## config.mk

```make
export PLATFORM = sky130hd
export DESIGN_NAME = cache_arbiter
export DESIGN_NICKNAME = d
export VERILOG_FILES = /design/src/rtl/arbiter_types.sv /design/src/rtl/cache_arbiter.sv
export SDC_FILE = /design/constraint.sdc
export NUM_CORES = 1
export LEC_CHECK = 0
export CORE_MARGIN = 2
export CORE_UTILIZATION = 30
export CTS_BUF_LIST = sky130_fd_sc_hd__clkbuf_8
export CTS_CLUSTER_DIAMETER = 200
export CTS_CLUSTER_SIZE = 16
export DETAILED_ROUTE_END_ITERATION = 8
export GPL_ROUTABILITY_DRIVEN = 0
export GPL_TIMING_DRIVEN = 0
export PLACE_DENSITY_LB_ADDON = 0.12
export SLEW_MARGIN = 20
export SYNTH_ARGS = -nofsm -noshare
export SYNTH_HDL_FRONTEND = slang
export SYNTH_SLANG_ARGS = --single-unit
```

## constraint.sdc

```tcl
create_clock -name clk -period 4.5 [get_ports clk]
set_clock_uncertainty 0.2 [all_clocks]
set_input_delay 0.9 -clock clk [delete_from_list [all_inputs] [get_ports clk]]
set_output_delay 0.9 -clock clk [all_outputs]
set_load 0.01 [all_outputs]
```

## src/rtl/arbiter_types.sv

```systemverilog
// arbiter_types: state, grant and byte-lane definitions shared by cache_arbiter
package arbiter_types;
    typedef enum logic [2:0] {IDLE, I_REQ, D_REQ, I_RESP, D_RESP} arb_state_t;
    typedef enum logic {GRANT_I, GRANT_D} grant_t;
    localparam logic [3:0] BE_ALL = 4'hF;
endpackage

```

## src/rtl/cache_arbiter.sv

```systemverilog
// cache_arbiter: alternating-priority arbiter merging icache and dcache requests onto one memory port
module cache_arbiter
    import arbiter_types::*;
(
    input  logic        clk,
    input  logic        rst,
    input  logic        icache_read,
    input  logic [31:0] icache_addr,
    output logic [31:0] icache_rdata,
    output logic        icache_resp,
    input  logic        dcache_read,
    input  logic        dcache_write,
    input  logic [3:0]  dcache_byte_enable,
    input  logic [31:0] dcache_addr,
    input  logic [31:0] dcache_wdata,
    output logic [31:0] dcache_rdata,
    output logic        dcache_resp,
    output logic        mem_read,
    output logic        mem_write,
    output logic [31:0] mem_addr,
    output logic [3:0]  mem_byte_enable,
    output logic [31:0] mem_wdata,
    input  logic [31:0] mem_rdata,
    input  logic        mem_resp
);
    arb_state_t  state_q, state_d;
    grant_t      last_grant_q, last_grant_d;
    logic        mem_read_q, mem_read_d, mem_write_q, mem_write_d;
    logic [31:0] mem_addr_q, mem_addr_d, mem_wdata_q, mem_wdata_d;
    logic [3:0]  mem_be_q, mem_be_d;
    logic [31:0] i_rdata_q, i_rdata_d, d_rdata_q, d_rdata_d;
    logic        i_resp_q, i_resp_d, d_resp_q, d_resp_d;
    logic        i_pend, d_pend;

    assign i_pend = icache_read;
    assign d_pend = dcache_read | dcache_write;

    always_comb begin
        state_d      = state_q;
        last_grant_d = last_grant_q;
        mem_read_d   = mem_read_q;
        mem_write_d  = mem_write_q;
        mem_addr_d   = mem_addr_q;
        mem_wdata_d  = mem_wdata_q;
        mem_be_d     = mem_be_q;
        i_rdata_d    = i_rdata_q;
        d_rdata_d    = d_rdata_q;
        i_resp_d     = 1'b0;
        d_resp_d     = 1'b0;
        unique case (state_q)
            IDLE: begin
                // dcache wins contention only when icache was served last
                if (d_pend && (!i_pend || last_grant_q == GRANT_I)) begin
                    state_d      = D_REQ;
                    last_grant_d = GRANT_D;
                    mem_read_d   = ~dcache_write;
                    mem_write_d  = dcache_write;
                    mem_addr_d   = {dcache_addr[31:2], 2'b00};
                    mem_be_d     = dcache_write ? dcache_byte_enable : BE_ALL;
                    mem_wdata_d  = dcache_wdata;
                end else if (i_pend) begin
                    state_d      = I_REQ;
                    last_grant_d = GRANT_I;
                    mem_read_d   = 1'b1;
                    mem_write_d  = 1'b0;
                    mem_addr_d   = {icache_addr[31:2], 2'b00};
                    mem_be_d     = BE_ALL;
                    mem_wdata_d  = '0;
                end
            end
            I_REQ: if (mem_resp) begin
                state_d    = I_RESP;
                mem_read_d = 1'b0;
                i_resp_d   = 1'b1;
                i_rdata_d  = mem_rdata;
            end
            D_REQ: if (mem_resp) begin
                state_d     = D_RESP;
                mem_read_d  = 1'b0;
                mem_write_d = 1'b0;
                d_resp_d    = 1'b1;
                d_rdata_d   = mem_write_q ? '0 : mem_rdata;
            end
            default: state_d = IDLE;
        endcase
    end

    always_ff @(posedge clk or posedge rst) begin
        if (rst) begin
            state_q      <= IDLE;
            last_grant_q <= GRANT_I;
            mem_read_q   <= 1'b0;
            mem_write_q  <= 1'b0;
            mem_addr_q   <= '0;
            mem_wdata_q  <= '0;
            mem_be_q     <= '0;
            i_rdata_q    <= '0;
            d_rdata_q    <= '0;
            i_resp_q     <= 1'b0;
            d_resp_q     <= 1'b0;
        end else begin
            state_q      <= state_d;
            last_grant_q <= last_grant_d;
            mem_read_q   <= mem_read_d;
            mem_write_q  <= mem_write_d;
            mem_addr_q   <= mem_addr_d;
            mem_wdata_q  <= mem_wdata_d;
            mem_be_q     <= mem_be_d;
            i_rdata_q    <= i_rdata_d;
            d_rdata_q    <= d_rdata_d;
            i_resp_q     <= i_resp_d;
            d_resp_q     <= d_resp_d;
        end
    end

    assign mem_read        = mem_read_q;
    assign mem_write       = mem_write_q;
    assign mem_addr        = mem_addr_q;
    assign mem_byte_enable = mem_be_q;
    assign mem_wdata       = mem_wdata_q;
    assign icache_rdata    = i_rdata_q;
    assign icache_resp     = i_resp_q;
    assign dcache_rdata    = d_rdata_q;
    assign dcache_resp     = d_resp_q;
endmodule

```

## Yosys cells after proc, flatten, opt, wreduce, memory -nomap -nowiden

Cells that the tools add are included.

| word-level totals | value |
|---|---|
| flip-flop bits (word level) | 140 |
| input bits | 138 |

| cells by class | value |
|---|---|
| equality and inequality tests | 6 |
| mux-type cells | 24 |
| bitwise gates (word level) | 3 |
| reduce and logical (&&, ||, !) cells | 14 |

Operators by type and width:

| operator | number |
|---|---|
| 2-to-1 mux 32 bit | 5 |
| 2-to-1 mux 3 bit | 4 |
| 2-to-1 mux 4 bit | 3 |
| 2-to-1 mux 1 bit | 9 |
| case mux 3 bit (3 select lines) | 1 |
| AND reduction 3 bit | 3 |
| AND reduction 2 bit | 3 |
| nonzero test 2 bit | 3 |
| != test 2 bit, second input constant | 2 |
| case mux 1 bit (2 select lines) | 2 |
| == test 3 x 1 -> 1 bit, second input constant | 1 |
| == test 3 x 2 -> 1 bit, second input constant | 1 |
| zero test 3 bit | 1 |
| != test 3 bit, second input constant | 1 |
| != test 2 x 1 -> 1 bit, second input constant | 1 |
| NOT 1 bit | 2 |
| OR reduction 2 bit | 1 |
| logical AND 1 bit | 1 |
| zero test 1 bit | 1 |
| logical OR 1 bit | 1 |
| OR 1 bit | 1 |

## Longest topological paths before layout

Gate-level depths: netlist (run 1).

| depth | value |
|---|---|
| depth in word-level cells | 5 |
| gate-level depth with buffers | 5 |
| depth with buffers taken out | 3 |

## Worst setup path before layout (run 1)

Ideal clock, no wire load.

| timing path | value |
|---|---|
| kind | input -> register |
| from | in dcache_write |
| to | reg mem_addr_q[3], in the netlist mem_addr[3] |
| setup time | 125 ps |
| data arrival time | 1,975 ps |
| data required time | 4,175 ps |
| slack | 2,200 ps |
| cell stages on the path | 4 |
| cell sequence | o2bb2ai_2 buf_2 mux2_2 mux2_2 |

| on the way | value |
|---|---|
| word-level cells in the longest chain between the ends | 4 |
| elaborated cells between the ends (all ways) | 5 |

Ends and longest elaborated chain:

| element | line | RTL |
|---|---|---|
| start: declaration | cache_arbiter.sv:12 | `input logic dcache_write,` |
| OR 1 bit (*) | cache_arbiter.sv:36 | `assign d_pend = dcache_read \| dcache_write;` |
| logical AND 1 bit (*) | cache_arbiter.sv:53 | `if (d_pend && (!i_pend \|\| last_grant_q == GRANT_I)) begin` |
| nonzero test 2 bit (no source line) | n/a |  |
| AND reduction 2 bit (no source line) | n/a |  |
| end signal: assignment | cache_arbiter.sv:106 | `mem_addr_q <= mem_addr_d;` |
| end: declaration | cache_arbiter.sv:29 | `logic [31:0] mem_addr_q, mem_addr_d, mem_wdata_q, mem_wdata_d;` |

Mark *: on every way between the ends. The rest lies on a longest branch, timed or not.
A chain may end at the register's enable or synchronous reset.

## Worst setup path in the final report (run 1)

| timing path | value |
|---|---|
| from | in dcache_write |
| to | reg mem_addr_q[25], in the netlist mem_addr[25] |

Same word-level chain as after synthesis.

==> metrics.txt, run 1 <==
core area 18800 um^2; die height 143 um; status complete, no violations; number of remaining DRC errors 0; n_diodes 0; crit path time final 2.71 ns; EDFF count, synth 0; RSZ-0062 raised after global routing no; Final Util 49.3%; CP Cell Sequence clkdlybuf4s50_1 > o2bb2ai_2 > buf_2 > mux2_2 > mux2_2; number of global-route vias before repair 4744; Max Slew Vio Count 0; clk sinks 138; most used cell, CP mux2_2; wire per inst 17.0 um; most frequent cells after synthesis dfrtp_1 (138), mux2_2 (63), nand2b_1 (36); via count 4407; ys flop type dfrtp_1; Top delay family on crit path buffers and inverters; Final Setup Violations 0; Max Cap Violations 0; Mapped Cells 420; fillcell total 1679; Setup Fix Bufs, Post-CTS 0; Via density 4.61; GRT Total Usage 16.4%; worst-path maximum fanout 10; Synth Area per Inst 13.7 um^2; dpl hpwl 12500 um; worst path arrival time 2.84 ns; post-CTS sizing 0; crit start category input port; Final nets 849; Worst setup EP type flip-flop; Syn. warnings 0; ys async rst share 100%; Reg area 3450 um^2; Synth area leader dfrtp_1; initial drt markers 155; CTS Hold Bufs 0; Hold Crit Class reg2reg; P_leak 3.95 nW; Tcrit/Tclk final 60.3%; crit-path max cell delay 0.48 ns; P&R area growth vs syn 60.2%; Setup WS post-layout 1.79 ns; H-tree level count 4; endpoints failing hold 0; WL final 16300 um; crit path buf inv count 2; CTS tree yes; Synth area leaders dfrtp_1 (60%), mux2_2 (12%), mux2_4 (7.3%); post-synthesis register bit count 138; Initial Util 30.8%; Die W 143 um; clock-pin slew on the worst setup and hold paths 0.08 ns; largest net degree at the start of global routing 35; CP Class in2reg; # port buffers 267; post-synthesis sequential area ratio 59.8%; first-pass GRT wire length 25800 um; share of the synthesized area in the top cell type 59.8%; remaining antenna violation count after routing 0; VDD IR max 0.000257 V; Die ar. 20400 um^2; initial antenna violation count 0; worst slack, placed 1.27 ns; Pwr per Cell Area 677 nW/um^2; Max-slew headroom 49.4%; Root Buffer clkbuf_8; footprint of the multi-input gates 2140 um^2; grt total ovfl 0; leading cell type by number of instances after synthesis dfrtp_1; crit path max-delay cell type clkdlybuf4s50_1; setup_tns 0 ns; share of layout cells above drive strength 1 20.8%; Synth Cell Area 5770 um^2; Worst Tran Pin Value 0.758 ns; post-synth cell types 28; Initial DRT Pass Iterations 4; Max Clk Rate 0.368 GHz; worst-skew pair later-pin latency 0.44 ns; Row Count 50; num ports 274; WP data required 4.62 ns; CTS Buf Count 17; clock buffer depth 2
cell usage in the layout, fill, tap and decap left out, types with 6 or more instances in the layout:
cell	netlist	layout
o21ai_1	6	6
nand2b_1	36	36
mux2_2	63	63
a22o_1	32	32
o21ai_0	28	28
clkbuf_1	9	9
clkbuf_8	0	17
clkdlybuf4s50_1	0	267
mux2_4	28	28
nand2_1	33	33
dfrtp_1	138	138
buf_2	14	14
path summary, 6_finish.rpt:
path	start	to	slack [ns]	cells after the start
min reg2reg	dcache_rdata[10]$_DFFE_PP0P_	dcache_rdata[10]$_DFFE_PP0P_	0.28	2
min in group asynchronous	rst	dcache_rdata[0]$_DFFE_PP0P_	0.67	2
max	dcache_write	mem_addr[25]$_DFFE_PP0P_	1.79	5
min	dcache_rdata[10]$_DFFE_PP0P_	dcache_rdata[10]$_DFFE_PP0P_	0.28	2
max in group asynchronous	rst	mem_addr[16]$_DFFE_PP0P_	2.69	4
max reg2reg	last_grant_q$_DFFE_PP0P_	mem_addr[25]$_DFFE_PP0P_	2.49	4
power by group:
part | switching (mW) | internal, mW | leakage (nW)
registers | 0.328 | 1.82 | 1.70
clock network | 0.497 | 0.605 | 0.214
logic | 1.21 | 1.81 | 2.03
stage by stage:
step,power [mW],cell area [um^2],std cells,hold WS (ns)
finish,6.26,9250,956,0.284
global route,6.68,9250,956,0.303
CTS,6.38,9250,956,0.289
detailed placement,5.24,8820,926,0.270
global placement,5.16,8740,922,0.263
floorplan,3.61,5780,421,0.313
layer usage:
layer  track usage (%)  wire (um)  up-vias
met5                 0          0        -
met4              5.26        306        0
li1                  -          -     2042
met2              27.6       8050      158
met1              20.1       6770     2187
met3              5.16       1120       20
cell families (layout without fill, tap and decap cells):
group	after synthesis	count (layout)	synth area share (%)
compound gates	73	73	8.84
buf+inv	34	335	3.10
flops	138	138	59.8
mux	98	98	20.9
other cells	1	2	0.0650
simple gates	76	76	7.26
sequential cells by signal (all words and copies together), names as in the netlist:
name,flops
mem_read,1
mem_write,1
mem_addr,30
dcache_rdata,32
dcache_resp,1
icache_rdata,32
state_q,3
icache_resp,1
mem_wdata,32
last_grant_q,1
mem_byte_enable,4
worst register-to-register path, cell delays in order, from the launching register on:
cell	delay, ns
dfrtp_1	0.40
o2bb2ai_2	0.25
buf_2	0.39
mux2_2	0.40
mux2_2	0.26
final cells by class:
class                   count  area share (%)
clock buffers              17            2.53
inverters                   5           0.244
plain buffers              29            1.73
flip-flops and latches    138            37.3
multi-input cells         249            23.2
clock inverters            13            2.06
well taps                 234            3.17
repair buffers            271            29.8
No activity file was read; power rests on OpenSTA's default activity.
==> run 2, diff against run 1 <==
clock period = 2.3 ns   (was 4.5 ns; I/O delays follow)
==> metrics.txt, run 2 (synthesis gave the netlist of run 1 again) <==
clock-pin slew on the worst setup and hold paths 0.08 ns (about the same); dpl hpwl 12500 um (unchanged); CTS tree yes (unchanged); worst-skew pair later-pin latency 0.43 ns (was 0.44 ns); die height 143 um (unchanged); number of global-route vias before repair 4740 (was 4744); WL final 16200 um (was 16300 um); Max-slew headroom 49.2% (was 49.4%); Worst setup EP type flip-flop (unchanged); first-pass GRT wire length 25700 um (was 25800 um); fillcell total 1674 (was 1679); Worst Tran Pin Value 0.761 ns (was 0.758 ns); share of layout cells above drive strength 1 20.8% (unchanged); clock buffer depth 2 (unchanged); worst path arrival time 2.31 ns (was 2.84 ns); status complete, no violations (unchanged); initial drt markers 161 (was 155); via count 4424 (was 4407); GRT Total Usage 16.4% (about the same); clock network power share 17.6% (about the same); initial antenna violation count 0 (unchanged); most frequent cells in the layout clkdlybuf4s50_1 (267), dfrtp_1 (138), mux2_2 (63) (unchanged); Die W 143 um (unchanged); endpoints failing hold 0 (unchanged); Final nets 849 (unchanged); VDD IR max 0.000503 V (was 0.000257 V); P_leak 3.95 nW (about the same); # port buffers 267 (unchanged); Max Clk Rate 0.457 GHz; Initial DRT Pass Iterations 4 (unchanged); grt total ovfl 0 (unchanged); crit path time final 2.19 ns; Root Buffer clkbuf_8 (unchanged); Final Setup Violations 0 (unchanged); most common cell after layout, fill and taps aside clkdlybuf4s50_1 (unchanged); Reg power frac 34.2% (was 34.3%); CTS Buf Count 17 (unchanged); switch share 32.4% (about the same); worst-path maximum fanout 10 (unchanged); Final Util 49.4% (was 49.3%); num ports 274 (unchanged); RSZ-0062 raised after global routing no (unchanged); largest net degree at the start of global routing 35 (unchanged); wire per inst 17.0 um (about the same); Gate power share 48.2% (was 48.1%); Tcrit/Tclk final 95.2%; n_diodes 0 (unchanged); Pint 8.29 mW (was 4.23 mW); Max Slew Vio Count 0 (unchanged); Hold Crit Class in2async (was reg2reg); Initial Util 30.8% (unchanged); number of remaining DRC errors 0 (unchanged); Row Count 50 (unchanged); P&R area growth vs syn 60.6% (was 60.2%); setup_tns 0 ns (unchanged); Via density 4.63 (was 4.61); Pwr per Cell Area 1320 nW/um^2 (was 677 nW/um^2); WP data required 2.42 ns (was 4.62 ns); Power, Total 12.3 mW (was 6.26 mW); Die ar. 20400 um^2 (unchanged); core area 18800 um^2 (unchanged); crit start category input port (unchanged); clk sinks 138 (unchanged); Max Cap Violations 0 (unchanged); Psw 3.98 mW (was 2.03 mW); H-tree level count 4 (unchanged); CP Class in2reg (unchanged); remaining antenna violation count after routing 0 (unchanged)
-- run 2: cell counts in the layout (fill, tap and decap cells not counted) --
Identical to the previous run, type by type.
-- run 2: per-layer routing --
layer | up-vias | share of wire (%) | track usage, %
met5 | - | 0 | 0
met4 | 0 | 1.9 | 5.26
met3 | 20 | 7.0 | 5.16
met2 | 162 | 50 | 27.6
met1 | 2201 | 42 | 20.0
li1 | 2041 | - | -
-- run 2: final timing paths --
path / start / to / slack [ns] / depth (start not counted)
max: dcache_write / mem_addr[25]$_DFFE_PP0P_ / 0.11 / 5
min: rst / dcache_rdata[0]$_DFFE_PP0P_ / 0.23 / 2
max reg2reg: last_grant_q$_DFFE_PP0P_ / mem_addr[25]$_DFFE_PP0P_ / 0.36 / 4
min reg2reg: dcache_rdata[10]$_DFFE_PP0P_ / dcache_rdata[10]$_DFFE_PP0P_ / 0.28 / 2
max in group asynchronous: rst / mem_addr[17]$_DFFE_PP0P_ / 0.93 / 4
min in group clk: dcache_rdata[10]$_DFFE_PP0P_ / dcache_rdata[10]$_DFFE_PP0P_ / 0.28 / 2
-- run 2: what timing repair did --
item,in CTS,in global routing
hold endpoints to repair,0,0
resized for setup,2,0
setup endpoints to repair,6,0
hold buffers,0,0
buffers inserted,0,0
-- run 2: critical path, stage by stage --
cell             delay, ns
clkdlybuf4s50_1       0.53
o2bb2ai_4             0.31
buf_2                 0.35
mux2_2                0.39
mux2_2                0.26
-- run 2: power by group through the flow --
stage | Clock, mW | Sequential (mW) | Combinational [mW]
floorplan | 0 | 4.68 | 2.38
detailed placement | 0 | 4.24 | 6.02
CTS | 2.24 | 4.21 | 6.04
global route | 2.36 | 4.36 | 6.37
global placement | 0 | 4.20 | 5.89
finish | 2.16 | 4.20 | 5.91
-- run 2: metrics by stage --
step / hold WS (ns) / std cells / setup slack, ns / instance area [um^2]
floorplan: 0.313 / 421 / -0.0811 / 5780
global placement: 0.263 / 922 / -1.31 / 8740
detailed placement: 0.270 / 926 / -0.492 / 8820
CTS: 0.214 / 956 / 0.0789 / 9270
global route: 0.216 / 956 / 0.0587 / 9270
finish: 0.226 / 956 / 0.110 / 9270
-- run 2: final cells by class --
class | instances | area [um^2] | share of cell area, %
flip-flops and latches | 138 | 3450 | 37.3
repair buffers | 271 | 2750 | 29.7
multi-input cells | 249 | 2160 | 23.4
well taps | 234 | 293 | 3.16
clock buffers | 17 | 234 | 2.52
clock inverters | 13 | 190 | 2.05
plain buffers | 29 | 160 | 1.73
inverters | 5 | 22.5 | 0.243
